File: src/rtl/jericalla_fetch.sv
// jericalla_fetch: issues one instruction word per clock from a loadable program memory.
// Dependent readers are held behind NOP bubbles because the datapath has no forwarding.
module jericalla_fetch #(
  parameter int          PROG_DEPTH    = 64,
  parameter int          HAZARD_WINDOW = 2,
  parameter logic [3:0]  NOP_OPCODE    = 4'hF
) (
  input  logic                          clk,
  input  logic                          rst,
  input  logic                          start,
  input  logic [$clog2(PROG_DEPTH):0]   prog_len,
  input  logic                          prog_we,
  input  logic [$clog2(PROG_DEPTH)-1:0] prog_addr,
  input  logic [18:0]                   prog_wdata,
  output logic [18:0]                   instruction,
  output logic [$clog2(PROG_DEPTH)-1:0] pc,
  output logic                          busy,
  output logic                          done,
  output logic [15:0]                   issued_count,
  output logic [15:0]                   stall_count
);

  localparam int AW = $clog2(PROG_DEPTH);
  localparam int DW = $clog2(HAZARD_WINDOW + 1);
  localparam logic [18:0] BUBBLE = {NOP_OPCODE, 15'b0};

  typedef enum logic [1:0] {
    IDLE,
    RUN,
    DRAIN,
    DONE
  } state_e;

  state_e state_q, state_d;

  logic [18:0]   mem_q [PROG_DEPTH];
  logic [AW-1:0] pc_q, pc_d;
  logic [AW:0]   len_q, len_d;
  logic [18:0]   instr_q, instr_d;
  logic [15:0]   issued_q, issued_d;
  logic [15:0]   stall_q, stall_d;
  logic [DW-1:0] drain_q, drain_d;
  logic          busy_q, busy_d;
  logic          done_q, done_d;

  logic [HAZARD_WINDOW-1:0] sb_v_q, sb_v_d;
  logic [4:0]               sb_wa_q [HAZARD_WINDOW];
  logic [4:0]               sb_wa_d [HAZARD_WINDOW];

  logic [18:0] cand;
  logic        cand_nop;
  logic        hazard;
  logic        last;
  logic        mem_we;
  logic        sb_clear;
  logic        sb_shift;
  logic        push_v;
  logic [4:0]  push_wa;

  assign cand     = mem_q[pc_q];
  assign cand_nop = (cand[18:15] == NOP_OPCODE);
  assign last     = ({1'b0, pc_q} == len_q - 1'b1);
  assign mem_we   = prog_we && (state_q == IDLE || state_q == DONE);

  always_comb begin
    hazard = 1'b0;
    for (int i = 0; i < HAZARD_WINDOW; i++) begin
      if (sb_v_q[i] &&
          (sb_wa_q[i] == cand[9:5] || sb_wa_q[i] == cand[4:0]))
        hazard = 1'b1;
    end
    if (cand_nop)
      hazard = 1'b0;
  end

  always_comb begin
    state_d  = state_q;
    pc_d     = pc_q;
    len_d    = len_q;
    instr_d  = BUBBLE;
    issued_d = issued_q;
    stall_d  = stall_q;
    drain_d  = drain_q;
    busy_d   = 1'b0;
    done_d   = 1'b0;
    sb_clear = 1'b0;
    sb_shift = 1'b0;
    push_v   = 1'b0;
    push_wa  = 5'd0;
    unique case (state_q)
      IDLE: begin
        if (start) begin
          len_d    = (prog_len > (AW+1)'(PROG_DEPTH)) ?
                     (AW+1)'(PROG_DEPTH) : prog_len;
          pc_d     = '0;
          issued_d = '0;
          stall_d  = '0;
          sb_clear = 1'b1;
          if (len_d == '0) begin
            state_d = DONE;
          end else begin
            state_d = RUN;
            busy_d  = 1'b1;
          end
        end
      end
      RUN: begin
        busy_d   = 1'b1;
        sb_shift = 1'b1;
        if (hazard) begin
          stall_d = (stall_q == 16'hFFFF) ? stall_q : stall_q + 16'd1;
        end else begin
          instr_d  = cand;
          push_v   = !cand_nop;
          push_wa  = cand[14:10];
          pc_d     = pc_q + 1'b1;
          issued_d = (issued_q == 16'hFFFF) ? issued_q : issued_q + 16'd1;
          if (last) begin
            state_d = DRAIN;
            drain_d = '0;
          end
        end
      end
      DRAIN: begin
        busy_d   = 1'b1;
        sb_shift = 1'b1;
        drain_d  = drain_q + 1'b1;
        if (drain_q == DW'(HAZARD_WINDOW - 1))
          state_d = DONE;
      end
      DONE: begin
        done_d  = 1'b1;
        state_d = IDLE;
      end
      default: state_d = IDLE;
    endcase
  end

  // Every issued non-NOP word is conservatively treated as a writer of wA.
  always_comb begin
    sb_v_d = sb_v_q;
    for (int i = 0; i < HAZARD_WINDOW; i++)
      sb_wa_d[i] = sb_wa_q[i];
    if (sb_clear) begin
      sb_v_d = '0;
    end else if (sb_shift) begin
      sb_v_d[0]  = push_v;
      sb_wa_d[0] = push_wa;
      for (int i = 1; i < HAZARD_WINDOW; i++) begin
        sb_v_d[i]  = sb_v_q[i-1];
        sb_wa_d[i] = sb_wa_q[i-1];
      end
    end
  end

  always_ff @(posedge clk) begin
    if (rst) begin
      state_q  <= IDLE;
      pc_q     <= '0;
      len_q    <= '0;
      instr_q  <= BUBBLE;
      issued_q <= '0;
      stall_q  <= '0;
      drain_q  <= '0;
      busy_q   <= 1'b0;
      done_q   <= 1'b0;
      sb_v_q   <= '0;
      for (int i = 0; i < HAZARD_WINDOW; i++)
        sb_wa_q[i] <= '0;
    end else begin
      state_q  <= state_d;
      pc_q     <= pc_d;
      len_q    <= len_d;
      instr_q  <= instr_d;
      issued_q <= issued_d;
      stall_q  <= stall_d;
      drain_q  <= drain_d;
      busy_q   <= busy_d;
      done_q   <= done_d;
      sb_v_q   <= sb_v_d;
      for (int i = 0; i < HAZARD_WINDOW; i++)
        sb_wa_q[i] <= sb_wa_d[i];
    end
  end

  always_ff @(posedge clk) begin
    if (mem_we)
      mem_q[prog_addr] <= prog_wdata;
  end

  assign instruction  = instr_q;
  assign pc           = pc_q;
  assign busy         = busy_q;
  assign done         = done_q;
  assign issued_count = issued_q;
  assign stall_count  = stall_q;

endmodule

File: config.mk
export PLATFORM = sky130hd
export DESIGN_NAME = jericalla_fetch
export DESIGN_NICKNAME = d
export VERILOG_FILES = /design/src/rtl/jericalla_fetch.sv
export SDC_FILE = /design/constraint.sdc
export NUM_CORES = 1
export LEC_CHECK = 0
export ABC_AREA = 1
export CAP_MARGIN = 0
export CELL_PAD_IN_SITES_DETAIL_PLACEMENT = 1
export CELL_PAD_IN_SITES_GLOBAL_PLACEMENT = 1
export CORE_AREA = 2 2 351 353
export DETAILED_ROUTE_END_ITERATION = 10
export DIE_AREA = 0 0 353 355
export GPL_TIMING_DRIVEN = 1
export HOLD_SLACK_MARGIN = 0.02
export PLACE_DENSITY = 0.72
export SYNTH_ARGS = -nofsm -noshare
export SYNTH_HDL_FRONTEND = slang
export SYNTH_SLANG_ARGS = --single-unit
File: constraint.sdc
create_clock -name clk -period 3 [get_ports clk]
set_input_delay 0.6 -clock clk [delete_from_list [all_inputs] [get_ports clk]]
set_output_delay 0.6 -clock clk [all_outputs]
set_load 0.03 [all_outputs]
# == After elaboration in Yosys (flattened, before gate mapping) ==
# Memories as Yosys holds them, arrays and structs flattened. A register that Yosys moved wholly into a read port is not among the register bits.
# Cells that the tools add are included.
# totals
register_bits,72
latchBits,0
ram_bits,1226
rom_bits,0
inputBits,36
output_inout_bits,59
mem_count,2
# mem_list
memory,words,width,rd,rd_ports_with_merged_regs,wr,line_no,rtl
mem_q,64,19,1,1,1,36,logic [18:0] mem_q [PROG_DEPTH];
sb_wa_q,2,5,2,0,2,47,logic [4:0] sb_wa_q [HAZARD_WINDOW];
# op_classes
addsub,5
mul,0
div,0
magnitude_cmp,1
n_eq_ne,19
shifts,0
muxes,45
n_bitwise,3
n_reduce_logical,20
# op_table
op,count
16-bit two-way mux,5
16-bit case mux with 2 select lines,2
"16-bit by 1-bit adder with 16-bit output, second input constant",2
"16-bit == test, second input constant",2
6-bit two-way mux,4
5-bit == test,4
10-bit two-way mux,2
5-bit two-way mux,4
1-bit two-way mux,16
2-bit two-way mux,7
"2-bit != test, second input constant",7
6-bit case mux with 2 select lines,1
4-bit AND reduction,3
2-bit case mux with 4 select lines,1
6-bit by 7-bit == test with 1-bit output,1
"7-bit greater-than comparator, second input constant",1
7-bit zero test,1
7-bit two-way mux,1
"7-bit by 1-bit subtractor with 7-bit output, second input constant",1
"6-bit by 1-bit adder with 6-bit output, second input constant",1
3-bit AND reduction,2
"2-bit by 1-bit == test with 1-bit output, second input constant",2
"2-bit == test, second input constant",2
"4-bit == test, second input constant",1
other kinds (13),20

# == Depth between registers and ports, before layout ==
# Gate-level depths: netlist of run 1.
# logic_depth
depth_word,11
depth_mapped,27
depth_no_buf,23

# == Worst setup path after synthesis of run 1 ==
# Ideal clock, no wire load.
# synth_timing
path_type,reg-to-reg
from,register state_q[0]
to,memory mem_q[0][0] (enable)
setup_time_ns,0.395
arrival_time_ns,2.255
required_ns,2.605
path_slack_ns,0.350
stages_incl_launch_ff,6
period_less_slack_ns,2.650
path_cell_list,dfxtp_1 -> inv_1 -> ha_1 -> nor2_1 -> nand4_1 -> nor2_1
# synth_between
elab_chain_cells,5
word_cells_on_any_way,6
# synth_lines
item,line_no,rtl
from (decl),34,"state_e state_q, state_d;"
from (signal assigned),171,state_q <= state_d;
2-bit == test / 2-bit zero test (equally long branches),63,assign mem_we = prog_we && (state_q == IDLE || state_q == DONE);
1-bit logical OR *,63,
1-bit logical AND *,63,
1-bit two-way mux *,187,if (mem_we)
1-bit two-way mux (not written as such) *,188,mem_q[prog_addr] <= prog_wdata;
to (decl),36,
# Every way passes the cells marked *; elsewhere a longest branch is shown, timed or not.

==> key figures, run 1 <==
Global route
  – First-pass GRT wire length: 270.3 mm
  – Pin count of the biggest net entering global routing: 65
  – Vias in the first global route: 41510
  – Gr ovfl total: 0
  – Gr usage total: 28.94%
  – Initial antenna violation count: 13

Synth
  – Register area share after synthesis: 71.95%
  – Ys async rst share: 0%
  – Synth area leader: edfxtp_1
  – FF+latch count, synth: 1304
  – Ys flop type: edfxtp_1
  – Syn_nets: 4617
  – Top-count cell post-synth: edfxtp_1
  – Xor and xnor area share after synthesis: 0.1152%
  – Post-synth cell types: 44
  – Adder-cell share of the synthesized area: 0.2117%
  – Number of synthesized flops with an enable pin: 1216
  – Synth top area share: 68.64%
  – Largest family of logic cells by synthesized area: simple AND/OR/NAND/NOR gates
  – Post-synthesis mux area share: 0%
  – Synth cell count leaders: 1216 x edfxtp_1, 996 x nand2_1, 592 x nand3_1, 536 x nor2_1, 378 x o21ai_0
  – Synth warnings: 0
  – Synth top area cells: edfxtp_1 69%, nand2_1 7.0%, nand3_1 5.6%
  – Synth Area in Compound Gates: 6.660%
  – Post-Syn Area: 53200 sq um
  – Synth Area per Inst: 11.64 sq um
  – Post-Synth Simple-Gate Area: 17.47%
  – Post-Syn Instances: 4572

Floorplanning
  – Initial core utilization: 43.82%
  – Die area: 125300 sq um
  – Die Ht: 355 microns
  – Ports: 95
  – Chip Width: 353 microns
  – Rows: 128
  – Core Region: 121400 sq um

Setup path
  – Reg2reg setup slack: -0.49 ns
  – Worst Setup Start Kind: flop
  – Crit-path max FO: 21
  – Setup CP Type: reg -> reg
  – Cells on worst reg2reg path: 20
  – CP most frequent cell: buf_4
  – Family with the most delay on the worst path: buffers and inverters
  – CP Buf/Inv Count: 9
  – Max stage delay on crit path: 0.38 ns
  – WP data required: 3.68 ns
  – Critical path capture point type: flop
  – CP arrival: 4.18 ns
  – Critical R2R Capture: instruction[9]
  – Critical path's slowest cell: dfxtp_4
  – Cell-by-cell trace of the critical path: buf_12 -> buf_16 -> buf_16 -> buf_6 -> o21ai_0 -> o22ai_2 -> o21ai_1 -> o211ai_1 -> o211ai_1 -> buf_4 -> nand2_1 -> nand2_1 -> inv_2 -> nand2_4 -> nand2_4 -> buf_4 -> nand3_4 -> buf_12 -> a21oi_1 -> buf_4

STA
  – Crit path time final: 3.492 ns
  – RSZ-0062 raised after global routing: true
  – Max-slew headroom: 39.82%
  – Crit share post-route: 116.4%
  – Final Hold Vio Count: 0
  – FMAX: 286.3 MHz
  – Final setup viols: 73
  – Max-slew violation count: 0
  – Setup slack after layout: -0.4923 ns
  – Worst Skew: 0.03624 ns
  – Hold_ws: 0.1001 ns
  – Worst slew pin tran: 0.9026 ns

Clock network
  – Num CTS Buffers: 142
  – Max Root-Sink Buffers: 3
  – Clock root cell: clkbuf_16
  – Worst skew pair latency: 0.76 ns
  – H-Tree Depth: 4
  – Clock sinks: 1304
  – Hold Buf Count CTS: 0
  – CTS tree: yes
  – Clock transition at the registers of the reported paths: 0.06 ns

Placed design
  – PortBufs: 94
  – Worst slack, placed: -0.9267 ns
  – Placer Congestion: 0.9034
  – Dpl hpwl: 109.6 mm

Pwr
  – Clock power share: 27.3%
  – Total chip power: 64.38 mW
  – Maximum vdd drop: 732.0 uV
  – Combinational share of power: 40.1%
  – P_leak: 23.68 nW
  – Pwr dens: 970.2 nW/um^2
  – P_int: 40.41 mW
  – Seq pwr share: 32.6%
  – Psw: 23.97 mW
  – Switching Share: 37.23%

Detailed routing
  – Router iterations before antenna repair: 6
  – Wire per inst: 27.20 microns
  – Via density: 5.892
  – Vias: 39690
  – DRC Markers: 0
  – Post-Route WL: 183.2 mm
  – Iter 0 DRT Violations: 4526
  – Number of routed nets with antenna violations: 0

Job
  – Max-cap violations: 0

Worst hold path
  – Hold-critical path depth: 1
  – Hold endpoint: mem_q[16][11]
  – Hold/Removal Path Class: in -> reg
  – Hold Crit Start: prog_wdata[11]

Outcome
  – Failing checks: negative setup slack
  – Outcome: finished, violations left

Layout
  – Layout cells sized above 1: 18.12%
  – Area added between synthesis and finish: 24.73%
  – Final net count: 5041
[routing by layer]
layer | vias to the layer above | routed length, microns | global-route usage [%]
li1 | 17200 | - | -
met1 | 20240 | 73540 | 38.29
met2 | 1823 | 87830 | 47.65
met3 | 420 | 14280 | 4.559
met4 | 6 | 7506 | 12.34
met5 | - | 42 | 0
[cell families after synthesis]
kind of cell | count (synthesis)
fa+ha+maj | 9
flops | 1304
compound gates | 632
simple gates | 2214
buf+inv | 406
xor+xnor | 7
[worst reg2reg max path, cell delays in order (launching register included)]
cell      delay (ns)
dfxtp_4         0.38
buf_12          0.22
buf_16          0.21
buf_16          0.18
buf_6           0.17
o21ai_0         0.14
o22ai_2         0.26
o21ai_1         0.10
o211ai_1        0.22
o211ai_1        0.12
buf_4           0.18
nand2_1         0.08
nand2_1         0.07
inv_2           0.06
nand2_4         0.10
nand2_4         0.11
buf_4           0.12
nand3_4         0.13
buf_12          0.22
a21oi_1         0.15
buf_4           0.19
[layout by cell type, fill, tap and decap left out, types with 9 or more instances in the layout]
| cell type | n |
|---|---|
| nor2_1 | 456 |
| o22ai_1 | 146 |
| inv_2 | 15 |
| bufinv_16 | 14 |
| buf_2 | 19 |
| a21oi_1 | 28 |
| buf_12 | 139 |
| inv_1 | 101 |
| clkinv_2 | 13 |
| clkinv_1 | 30 |
| o21ai_0 | 362 |
| dfxtp_1 | 83 |
| nand2_2 | 40 |
| clkdlybuf4s50_1 | 75 |
| nand2_1 | 960 |
| ha_1 | 9 |
| o21ai_1 | 15 |
| clkbuf_16 | 151 |
| nand4_1 | 40 |
| buf_6 | 20 |
| nand3_1 | 534 |
| buf_4 | 266 |
| nand3_2 | 49 |
| nor2_2 | 76 |
| nor3_1 | 18 |
| nand3_4 | 13 |
| inv_6 | 9 |
| clkbuf_1 | 39 |
| o22ai_2 | 9 |
| buf_16 | 30 |
| edfxtp_1 | 1216 |
| o221ai_1 | 17 |
| o211ai_1 | 17 |
[sequential cells by signal (all words and copies together), names as in the netlist, named ones only]
register      flops
state_q           2
mem_q          1216
issued_count     16
sb_v_q            2
sb_wa_q          10
instruction      19
drain_q           2
pc                6
busy              1
stall_count      16
done              1
len_q             7
[timing repair]
| action | CTS | global route |
|---|---|---|
| pin swaps | 25 | 1 |
| cloned | 21 | 3 |
| resized for setup | 226 | 36 |
| endpoints found under the setup margin | 73 | 73 |
| buffers inserted | 23 | 2 |
| hold endpoints to repair | 0 | 0 |
[worst max-delay path by stage]
stage          cells after the start  slack (ns)               to
2_1_floorplan                      5        0.35      mem_q[0][0]
3_3_place_gp                      24       -0.85  instruction[11]
3_5_place_dp                      24       -0.93  instruction[11]
4_1_cts                           24       -0.27   instruction[4]
5_1_grt                           27       -0.61  stall_count[11]
6_report                          20       -0.49   instruction[9]
[final cells by class]
class | instances | area (sq um)
Timing Repair Buffer | 560 | 6977
Fill cell | 12370 | 55040
Inverter | 123 | 498.0
Antenna cell | 2 | 5.005
Clock inverter | 65 | 688.2
Tap cell | 1625 | 2033
Timing Repair inverter | 3 | 45.04
Clock buffer | 192 | 3919
Sequential cell | 1304 | 38290
Multi-Input combinational cell | 2862 | 13900
[power by group through the flow]
stage          clock network (mW)  registers (mW)  logic [mW]
2_1_floorplan                   0            21.6        11.1
3_3_place_gp                    0            21.3        21.5
3_5_place_dp                    0            21.4        22.1
4_1_cts                      17.8            21.0        25.1
5_1_grt                      18.4            21.0        27.4
6_report                     17.6            21.0        25.8
[through the flow]
step                      utilization [%]  instance area (sq um)  TNS, ns  instances
after floorplan                         -                  53200        0       4572
after CTS                           54.46                  66120   -16.64       6729
final                               54.66                  66360   -28.63       6736
after global routing                54.66                  66350   -39.08       6734
after detailed placement            49.27                  59810   -49.49       6429
after global placement              49.27                  59810   -42.88       6429
Power figures use the tool's default switching activity.
==> inputs of run 2 (changes only) <==
Settings changed: CTS_CLUSTER_SIZE set to 10.
==> run 2 against run 1 <==
  * The flow still finishes with violations (negative setup slack)
  * Critical path type unchanged
  * Count of clock-buffer cells in the layout is 27 higher
  * Fmax decreased by 1.1%
  * Highest routed layer unchanged
  * Critical endpoint is now stall_count[11]
  * Global-route usage grew 0.45 points
  * First-iteration DRC count up 5.5%
  * Sequential cell count unchanged
  * Sequential power hardly changed
  * Utilization increased by 0.33 points
  * Sequential share of layout area decreased by 0.35 points
==> key figures, run 2 (same netlist as run 1, synthesis figures left out) <==
Floorplanning
  – Rows: 128 (unchanged)
  – Die area: 125300 sq um (unchanged)
  – Ports: 95 (unchanged)
  – Chip Width: 353 microns (unchanged)
  – Die Ht: 355 microns (unchanged)
  – Initial core utilization: 43.82% (unchanged)
  – Core Region: 121400 sq um (unchanged)

Pwr
  – Pwr dens: 973.0 nW/um^2 (+0.29%)
  – Total chip power: 64.96 mW (+0.90%)
  – P_leak: 23.81 nW (+0.57%)
  – Maximum vdd drop: 745.3 uV (+1.8%)

Setup path
  – Setup CP Type: reg -> reg
  – Crit-path max FO: 8 (-62%)
  – WP data required: 3.69 ns (about the same)
  – Critical path capture point type: flop
  – CP arrival: 4.23 ns (+0.05 ns)
  – Worst Setup Start Kind: flop

Clock network
  – Num CTS Buffers: 151 (+6.3%)
  – CTS tree: yes
  – H-Tree Depth: 4 (unchanged)
  – Worst skew pair latency: 0.81 ns (+0.05 ns)
  – Clock transition at the registers of the reported paths: 0.06 ns (about the same)
  – Clock sinks: 1304 (unchanged)
  – Clock root cell: clkbuf_16
  – Max Root-Sink Buffers: 3 (unchanged)

STA
  – Final Hold Vio Count: 0 (unchanged)
  – Worst Skew: 0.03267 ns (-0.003566 ns)
  – Crit share post-route: 117.7% (+1.3 points)
  – Crit path time final: 3.532 ns (+0.03992 ns)
  – Worst slew pin tran: 0.9187 ns (+0.01610 ns)
  – Max-slew headroom: 38.75% (-1.1 points)
  – Max-slew violation count: 0 (unchanged)
  – RSZ-0062 raised after global routing: true
  – Setup slack after layout: -0.5322 ns (-0.03992 ns)
  – Final setup viols: 73 (unchanged)
  – FMAX: 283.1 MHz (-1.1%)

Global route
  – Vias in the first global route: 42040 (+1.3%)
  – Initial antenna violation count: 12 (-1)
  – Gr ovfl total: 0 (unchanged)
  – Pin count of the biggest net entering global routing: 65 (unchanged)
  – Gr usage total: 29.39% (+0.45 points)
  – First-pass GRT wire length: 273.3 mm (+1.1%)

Layout
  – Area added between synthesis and finish: 25.48%
  – Final core utilization: 54.99% (+0.33 points)
  – Layout cells sized above 1: 18.39% (+0.27 points)
  – Most frequent cells in the layout: 1216 x edfxtp_1, 950 x nand2_1, 534 x nand3_1
  – Most common cell after layout, fill and taps aside: edfxtp_1
  – Fin cells: 6753 (+0.25%)
  – Final net count: 5087 (+0.91%)
  – Reg with most FFs: mem_q
  – FF/Latch Area: 38290 sq um (unchanged)
  – Fill cells: 12320 (-0.46%)
  – Max FFs per register: 1216 (unchanged)
  – Area of the multi-input gates: 13960 sq um (+0.45%)

Detailed routing
  – Router iterations before antenna repair: 5 (-1)
  – Via density: 5.946 (+0.93%)
  – DRC Markers: 0 (unchanged)
  – Post-Route WL: 187.7 mm (+2.5%)
  – Iter 0 DRT Violations: 4774 (+5.5%)
  – Wire per inst: 27.80 microns (+2.2%)
  – Vias: 40160 (+1.2%)
  – Number of routed nets with antenna violations: 0 (unchanged)

Placed design
  – Dpl hpwl: 109.6 mm (unchanged)
  – Placed Cells incl. Taps: 6429 (unchanged)
  – Worst slack, placed: -0.9267 ns (unchanged)
  – Placer Congestion: 0.9034 (unchanged)
  – PortBufs: 94 (unchanged)

Outcome
  – Failing checks: negative setup slack
  – Outcome: finished, violations left

Worst hold path
  – Hold/Removal Path Class: in -> reg

Job
  – Max-cap violations: 0 (unchanged)
run 2: what timing repair did:
action	4_1_cts	5_1_grt
buffers inserted	31	20
cloned	30	4
hold endpoints to repair	1	0
endpoints found under the setup margin	73	73
pin swaps	19	20
resized for setup	173	118
hold buffers	1	0
run 2: cell type report:
| type | instances | share of cell area, % |
|---|---|---|
| timing repair buffer | 597 | 11.40 |
| timing repair inverter | 3 | 0.07497 |
| clock inverter | 19 | 0.3411 |
| multi-input combinational | 2862 | 20.91 |
| tap | 1625 | 3.046 |
| antenna | 1 | 0.003748 |
| inverter | 123 | 0.7497 |
| sequential | 1304 | 57.36 |
| clock buffer | 219 | 6.106 |
run 2: final timing paths:
check	start	to	depth (start not counted)	slack, ns
hold / removal	prog_wdata[7]	mem_q[43][7]	1	0.24
hold reg to reg	sb_wa_q[0][1]	sb_wa_q[0][1]	2	0.51
setup / recovery	flop	stall_count[11]	26	-0.53
setup reg to reg	flop	stall_count[11]	26	-0.53
run 2: layer usage:
metal  routed length [microns]  GRT usage (%)  part of all wire, %  vias up
li1                          -              -                    -    17260
met1                     74110          38.36                   39    20510
met2                     90110          48.44                   48     1950
met3                     15540          4.933                  8.3      437
met4                      7898          13.25                  4.2        6
met5                        41              0                0.022        -
run 2: where the power goes:
group	switching [mW]	total [mW]	internal [mW]
combinational	16.8	27.2	10.4
clock	7.42	16.8	9.40
sequential	0.553	21.0	20.4
run 2: critical path, cell delays in order (launching register included):
cell       delay (ns)
dfxtp_4          0.40
buf_12           0.25
buf_16           0.19
bufbuf_16        0.28
nand2_1          0.07
nand3_1          0.11
nand3_2          0.10
nand2_2          0.11
nand2_2          0.09
nand3_4          0.15
o211ai_4         0.11
buf_4            0.16
nand3_1          0.08
nand2_1          0.07
nor2_1           0.09
nand2_1          0.06
nand2_1          0.07
nand2_2          0.06
nand2_4          0.15
nand2_4          0.09
buf_12           0.14
nand2_8          0.06
buf_4            0.11
buf_4            0.14
nand4_1          0.11
nand2_1          0.10
nor2_1           0.05
run 2: metrics by stage:
stage | hold slack [ns] | instance area (sq um) | TNS, ns
6_report | 0.2390 | 66760 | -29.74
5_1_grt | 0.2355 | 66760 | -37.85
4_1_cts | 0.1973 | 65990 | -19.26
3_5_place_dp | 0.4962 | 59810 | -49.49
3_3_place_gp | 0.4638 | 59810 | -42.88
2_1_floorplan | 0.4398 | 53200 | 0
